**config.mk**
```make
export PLATFORM = sky130hd
export DESIGN_NAME = token_link_arbiter
export DESIGN_NICKNAME = d
export VERILOG_FILES = /design/src/rtl/token_link_arbiter.sv
export SDC_FILE = /design/constraint.sdc
export NUM_CORES = 1
export LEC_CHECK = 0
export BUFFER_PORTS_ARGS = -buffer_cell sky130_fd_sc_hd__buf_2
export CAP_MARGIN = 0
export CORE_MARGIN = 2
export CORE_UTILIZATION = 45
export CTS_BUF_LIST = sky130_fd_sc_hd__clkbuf_2 sky130_fd_sc_hd__clkbuf_4 sky130_fd_sc_hd__clkbuf_8
export DETAILED_ROUTE_END_ITERATION = 10
export PLACE_DENSITY = 0.87
export SETUP_SLACK_MARGIN = 0.3
export SLEW_MARGIN = 30
export SYNTH_ARGS = -nofsm -noshare
export SYNTH_HDL_FRONTEND = slang
export SYNTH_SLANG_ARGS = --single-unit
```
**constraint.sdc**
```tcl
create_clock -name clock -period 2.43 [get_ports clock]
set_input_delay 0.486 -clock clock [delete_from_list [all_inputs] [get_ports clock]]
set_output_delay 0.486 -clock clock [all_outputs]
set_load 0.01 [all_outputs]
```
**src/rtl/token_link_arbiter.sv**
```systemverilog
// token_link_arbiter
// Round-robin owner selection for one shared downstream token link.
// A requester holds I_Acq until granted, streams I_Valid/I_Data while it owns
// the link and ends the session with a one-cycle I_Rls pulse.
// Optional feature macro: ARB_TIMEOUT_EN (forced release after TIMEOUT idle
// owner cycles in gRANT). Without it a session ends only by I_Rls or reset.
//
// Token handshake: a word moves downstream on a cycle where the owner drives
// I_Valid and I_Nack is low; O_Valid/O_Data present it one cycle later.
// If I_Nack is high when the owner drives I_Valid, the word is kept in O_Data
// (sTALL) and re-presented exactly once with O_Valid=1 after I_Nack falls.
// Upstream O_Nack is 1 for every non-owner; the owner sees the registered
// I_Nack, forced to 1 while a word is held.
module token_link_arbiter #(
   parameter int NUM_REQ    = 4,
   parameter int WIDTH_DATA = 32,
   parameter int WIDTH_ID   = $clog2(NUM_REQ),
   parameter int TIMEOUT    = 64
) (
   input  logic                          clock,
   input  logic                          reset,
   input  logic [NUM_REQ-1:0]            I_Acq,
   input  logic [NUM_REQ-1:0]            I_Rls,
   input  logic [NUM_REQ-1:0]            I_Valid,
   input  logic [NUM_REQ*WIDTH_DATA-1:0] I_Data,
   output logic [NUM_REQ-1:0]            O_Nack,
   output logic [NUM_REQ-1:0]            O_Grant,
   output logic                          O_Valid,
   output logic [WIDTH_DATA-1:0]         O_Data,
   output logic                          O_We,
   output logic [WIDTH_ID-1:0]           O_Owner,
   input  logic                          I_Nack,
   output logic [1:0]                    O_State
);

   typedef enum logic [1:0] {
      iDLE    = 2'd0,
      gRANT   = 2'd1,
      sTALL   = 2'd2,
      rELEASE = 2'd3
   } state_t;

   state_t                r_fsm;
   state_t                w_fsm_nxt;
   logic [WIDTH_ID-1:0]   r_owner;
   logic [WIDTH_ID-1:0]   w_owner_nxt;
   logic [WIDTH_ID-1:0]   r_ptr;
   logic [WIDTH_ID-1:0]   w_ptr_nxt;
   logic [NUM_REQ-1:0]    r_grant;
   logic [NUM_REQ-1:0]    w_grant_nxt;
   logic                  r_valid;
   logic                  w_valid_nxt;
   logic [WIDTH_DATA-1:0] r_data;
   logic [WIDTH_DATA-1:0] w_data_nxt;
   logic                  r_rls_pend;
   logic                  w_pend_nxt;
   logic                  r_nack;

   // owner lane selection
   logic                  w_own_valid;
   logic                  w_own_rls;
   logic [WIDTH_DATA-1:0] w_own_data;

   // arbitration
   logic [NUM_REQ-1:0]    w_rot;
   logic                  w_any;
   logic [WIDTH_ID-1:0]   w_off;
   logic [WIDTH_ID:0]     w_sum;
   logic [WIDTH_ID-1:0]   w_win;
   logic [NUM_REQ-1:0]    w_win_oh;
   logic [WIDTH_ID-1:0]   w_owner_inc;

   logic                  w_timeout;

   // Pick the current owner's valid, release and data lanes.
   always_comb begin
      w_own_valid = 1'b0;
      w_own_rls   = 1'b0;
      w_own_data  = '0;
      for (int i = 0; i < NUM_REQ; i++) begin
         if (r_owner == WIDTH_ID'(i)) begin
            w_own_valid = I_Valid[i];
            w_own_rls   = I_Rls[i];
            w_own_data  = I_Data[i*WIDTH_DATA +: WIDTH_DATA];
         end
      end
   end

   // Requests rotated so bit k is requester (r_ptr + k) mod NUM_REQ.
   assign w_rot = NUM_REQ'({I_Acq, I_Acq} >> r_ptr);
   assign w_any = |w_rot;

   // Lowest set bit of the rotated vector is the first requester at or above r_ptr.
   always_comb begin
      w_off = '0;
      for (int k = NUM_REQ - 1; k >= 0; k--) begin
         if (w_rot[k]) begin
            w_off = WIDTH_ID'(k);
         end
      end
   end

   assign w_sum    = {1'b0, r_ptr} + {1'b0, w_off};
   assign w_win    = (w_sum >= (WIDTH_ID+1)'(NUM_REQ)) ?
                     WIDTH_ID'(w_sum - (WIDTH_ID+1)'(NUM_REQ)) : w_sum[WIDTH_ID-1:0];
   assign w_win_oh = NUM_REQ'(1) << w_win;

   // Pointer moves past the releasing owner so it goes last next round.
   assign w_owner_inc = (r_owner == WIDTH_ID'(NUM_REQ - 1)) ? '0 : r_owner + WIDTH_ID'(1);

`ifdef ARB_TIMEOUT_EN
   localparam int WIDTH_CNT = $clog2(TIMEOUT + 1);
   logic [WIDTH_CNT-1:0] r_cnt;

   assign w_timeout = (r_fsm == gRANT) && (r_cnt == WIDTH_CNT'(TIMEOUT));

   // Idle-owner counter: counts silent gRANT cycles, frozen while a word is held.
   always_ff @(posedge clock or negedge reset) begin
      if (!reset) begin
         r_cnt <= '0;
      end else begin
         case (r_fsm)
            gRANT: begin
               if (w_own_valid) begin
                  r_cnt <= '0;
               end else if (!w_timeout) begin
                  r_cnt <= r_cnt + WIDTH_CNT'(1);
               end
            end
            sTALL:   r_cnt <= r_cnt;
            default: r_cnt <= '0;
         endcase
      end
   end
`else
   assign w_timeout = 1'b0;
`endif

   // FSM state register.
   always_ff @(posedge clock or negedge reset) begin
      if (!reset) begin
         r_fsm <= iDLE;
      end else begin
         r_fsm <= w_fsm_nxt;
      end
   end

   // Next state plus next values of owner, pointer and the downstream registers.
   always_comb begin
      w_fsm_nxt   = r_fsm;
      w_owner_nxt = r_owner;
      w_ptr_nxt   = r_ptr;
      w_grant_nxt = r_grant;
      w_valid_nxt = 1'b0;
      w_data_nxt  = r_data;
      w_pend_nxt  = r_rls_pend;
      case (r_fsm)
         iDLE: begin
            w_grant_nxt = '0;
            if (w_any) begin
               w_fsm_nxt   = gRANT;
               w_owner_nxt = w_win;
               w_grant_nxt = w_win_oh;
            end
         end
         gRANT: begin
            w_valid_nxt = w_own_valid & ~I_Nack;
            if (w_own_valid) begin
               w_data_nxt = w_own_data;
            end
            if (w_own_valid && I_Nack) begin
               // Word is held; a release arriving with it waits for the drain.
               w_fsm_nxt = sTALL;
               if (w_own_rls) begin
                  w_pend_nxt = 1'b1;
               end
            end else if (w_own_rls || r_rls_pend || w_timeout) begin
               w_fsm_nxt   = rELEASE;
               w_grant_nxt = '0;
               w_pend_nxt  = 1'b0;
            end
         end
         sTALL: begin
            if (w_own_rls) begin
               w_pend_nxt = 1'b1;
            end
            if (!I_Nack) begin
               w_fsm_nxt   = gRANT;
               w_valid_nxt = 1'b1;
            end
         end
         rELEASE: begin
            w_fsm_nxt   = iDLE;
            w_grant_nxt = '0;
            w_ptr_nxt   = w_owner_inc;
            w_pend_nxt  = 1'b0;
         end
         default: begin
            w_fsm_nxt   = iDLE;
            w_grant_nxt = '0;
            w_pend_nxt  = 1'b0;
         end
      endcase
   end

   // Owner, pointer, grant and downstream token registers.
   always_ff @(posedge clock or negedge reset) begin
      if (!reset) begin
         r_owner    <= '0;
         r_ptr      <= '0;
         r_grant    <= '0;
         r_valid    <= 1'b0;
         r_data     <= '0;
         r_rls_pend <= 1'b0;
         r_nack     <= 1'b0;
      end else begin
         r_owner    <= w_owner_nxt;
         r_ptr      <= w_ptr_nxt;
         r_grant    <= w_grant_nxt;
         r_valid    <= w_valid_nxt;
         r_data     <= w_data_nxt;
         r_rls_pend <= w_pend_nxt;
         r_nack     <= I_Nack;
      end
   end

   // Upstream nack: all ones unless in gRANT, where the owner sees the registered I_Nack.
   always_comb begin
      O_Nack = '1;
      if (r_fsm == gRANT) begin
         O_Nack = ~r_grant | {NUM_REQ{r_nack}};
      end
   end

   assign O_Grant = r_grant;
   assign O_Valid = r_valid;
   assign O_We    = r_valid;
   assign O_Data  = r_data;
   assign O_Owner = r_owner;
   assign O_State = r_fsm;

endmodule

```
==> impl_metrics.ini <==
[timing]
setup_viol = 0
hold_violations = 0
period_share = 0.845
skew_ps = 6.36
tns_ps = 0
relSlewSlack = 0.515
rsz0062_at_grt = no
post-route-min-period_ps = 2050
drv_slew = 0
worst_slew_pin_slew_ps = 728
fmax_ghz = 0.487

[pwr]
cellLeakagePower_nw = 2.19
power.density_nw_per_um2 = 1260
irDropWorstVdd_uv = 754

[finish]
num-nets-final = 718
final_cell_mix = 188 x buf_2, 58 x nor2b_1, 44 x nand2_1, 42 x dfrtp_1, 38 x o21ai_0
layout_commonest_cell = buf_2
drive_above_1_share = 0.417
design_area_um2 = 4490
diodes = 0
syn2layout_area_growth_pct = 42.2

[critical_path]
crit_path_max_incr_delay_ps = 480
crit_chain = ha_4, a211o_1, o2111ai_4, o221ai_4, or3b_4, o21ai_2
crit_path_start_kind = flop
endpoint = O_Grant[2]
worstPathMaxFanout = 12
path_class = flop to flop
startpoint = O_Owner[0]
critPathRequiredTime_ps = 2660
end_kind = flop
r2r_setup_slack_ps = 380
worstReg2RegStart = O_Owner[0]
rr_worst_depth = 6
crit-reg2reg-capture = O_Grant[2]
crit_arrival_ps = 2280
cpMaxStageDelayCell = dfrtp_2

[floorplanning]
placementRows = 30
die-area_um2 = 7700
start_util = 0.465
io_pins = 189
die_w_um = 87.8
fp.coreArea_um2 = 6790
die_h_um = 87.8

[drt]
wl_per_cell_um = 15.2
first_pass_iters = 4
routed_wirelength_mm = 10.1
drc = 0
drt.antenna.violating_nets = 0
drt-initial-drc-count = 160
vias_per_cell = 5.42
route.vias.total = 3585

[synth]
ys_ff_latch = 45
avgSynthCellArea_um2 = 8.14
syn-cell-area_um2 = 3160
syn-instance-count = 388
yosysUniqueCellTypes = 41
syn_nets = 541
yosys_warnings = 0
seq_area_frac_synth = 0.357

[min_path]
hold_class = input pin to async pin

[clocking]
cts_buffers = 5
cts.sink_count = 45
cts_hold_buf = 0
cts_tree = built
ctsHtreeMaxLevel = 2
clk_latency_ps = 300
clockBufferDepth = 2
root_buffer = clkbuf_8
cts.clk_slew.worst_paths_ps = 90

[global_route]
grt.total_usage = 0.247
grt_first_pass_wirelength_mm = 14.9
grt_max_degree = 66
grt-ovfl-total = 0
antenna_found_initial = 0
grt_pass1_vias = 3213

[place]
hpwlAfterDp_mm = 7.61
port_buffers = 188
place_congestion = 0.823
placed_cell_area_um2 = 4190

[flow_run]
drv_cap = 0

[run_status]
status = completed
-- registers in the layout, indices dropped and copies added, names as in the netlist --
signal      cells
O_Grant         4
O_Owner         2
r_ptr           2
O_Valid         1
O_State         2
r_nack          1
r_rls_pend      1
O_Data         32
-- where the power goes --
group          switching (mW)  internal [mW]  total [mW]
Clock                   0.274          0.308       0.582
Combinational            2.07           1.69        3.76
Sequential              0.231           1.07        1.30
Total                    2.58           3.06        5.64
-- final cells by class --
class	instances	area (um^2)
timing repair buffer	204	1130
clock buffer	5	68.8
fill	607	2300
sequential	45	1130
inverter	8	30.0
tap	96	120
clock inverter	3	46.3
multi-input combinational	301	1970
-- cells in the mapped netlist --
cell / count / area (um^2)
nand2b_1: 4 / 25.0
a21oi_1: 34 / 170
a221oi_1: 34 / 298
buf_4: 1 / 7.51
or3b_1: 2 / 17.5
o221ai_2: 1 / 15.0
a21o_1: 1 / 7.51
and3b_1: 1 / 8.76
xnor2_1: 1 / 8.76
xor2_1: 2 / 17.5
o2111ai_2: 1 / 15.0
a22o_1: 3 / 26.3
dfrtp_1: 45 / 1130
o21ai_0: 38 / 190
clkbuf_1: 26 / 97.6
o311ai_0: 1 / 8.76
nor2b_1: 60 / 375
or3b_4: 1 / 11.3
and2_1: 2 / 12.5
nor4_1: 1 / 6.26
and3_1: 1 / 6.26
o21ai_2: 2 / 17.5
o221ai_1: 1 / 8.76
mux2_2: 4 / 45.0
buf_1: 1 / 3.75
nand4b_1: 1 / 8.76
nand2_1: 44 / 165
ha_1: 10 / 125
o2111ai_1: 1 / 8.76
buf_6: 1 / 11.3
o22ai_1: 1 / 6.26
a22oi_1: 1 / 7.51
o211ai_1: 1 / 7.51
buf_2: 5 / 25.0
o2bb2ai_1: 1 / 8.76
inv_1: 8 / 30.0
nand3b_1: 1 / 7.51
a211o_1: 1 / 8.76
nor2_1: 8 / 30.0
nand3_1: 1 / 5.00
nor3_1: 35 / 175
-- stage by stage --
step                setup slack [ps]  utilization  power (mW)  hold slack [ps]  instances
floorplan                        323            -        3.66              190        388
global route                     280        0.661        6.13              299        662
detailed placement               157        0.616        4.67              470        649
CTS                              268        0.641        5.33              262        659
global placement                 274        0.616        4.51              459        649
finish                           377        0.661        5.64              236        662
-- worst min path at each step --
stage | slack, ps | to | startpoint
finish | 240 | O_Data[26] | reset
global route | 300 | O_Data[28] | reset
CTS | 260 | O_Data[28] | reset
detailed placement | 470 | O_Data[27] | O_Data[27]
global placement | 460 | O_Data[18] | O_Data[18]
floorplan | 190 | O_Data[0] | reset
-- kinds of logic (layout without fill, tap and decap cells) --
family / Yosys count / count (layout) / synth area share
compound gates: 122 / 122 / 0.255
mux: 4 / 4 / 0.0143
simple gates: 162 / 162 / 0.271
buf+inv: 42 / 220 / 0.0555
flops: 45 / 45 / 0.357
xor+xnor: 3 / 3 / 0.00832
fa+ha+maj: 10 / 10 / 0.0396
-- what timing repair did --
item,4_1_cts,5_1_grt
resized for setup,8,19
setup buffers,2,2
setup endpoints to repair,13,28
pin swaps,0,4
cloned,0,1
-- routing by layer --
metal | up-vias | share of wire | track usage
met5 | - | 0 | 0
met2 | 170 | 0.50 | 0.444
met4 | 0 | 0.023 | 0.0755
li1 | 1749 | - | -
met3 | 20 | 0.078 | 0.0386
met1 | 1646 | 0.40 | 0.304
-- worst max-delay path, delay by kind of cell, from the launching register on --
family                   cells  cell delay (ps)
flip-flops                   1              480
adder cells (fa/ha/maj)      1              240
AO/OA/AOI/OAI                4              850
AND/OR/NAND/NOR              1              410
(Power assumes the default switching activity.)
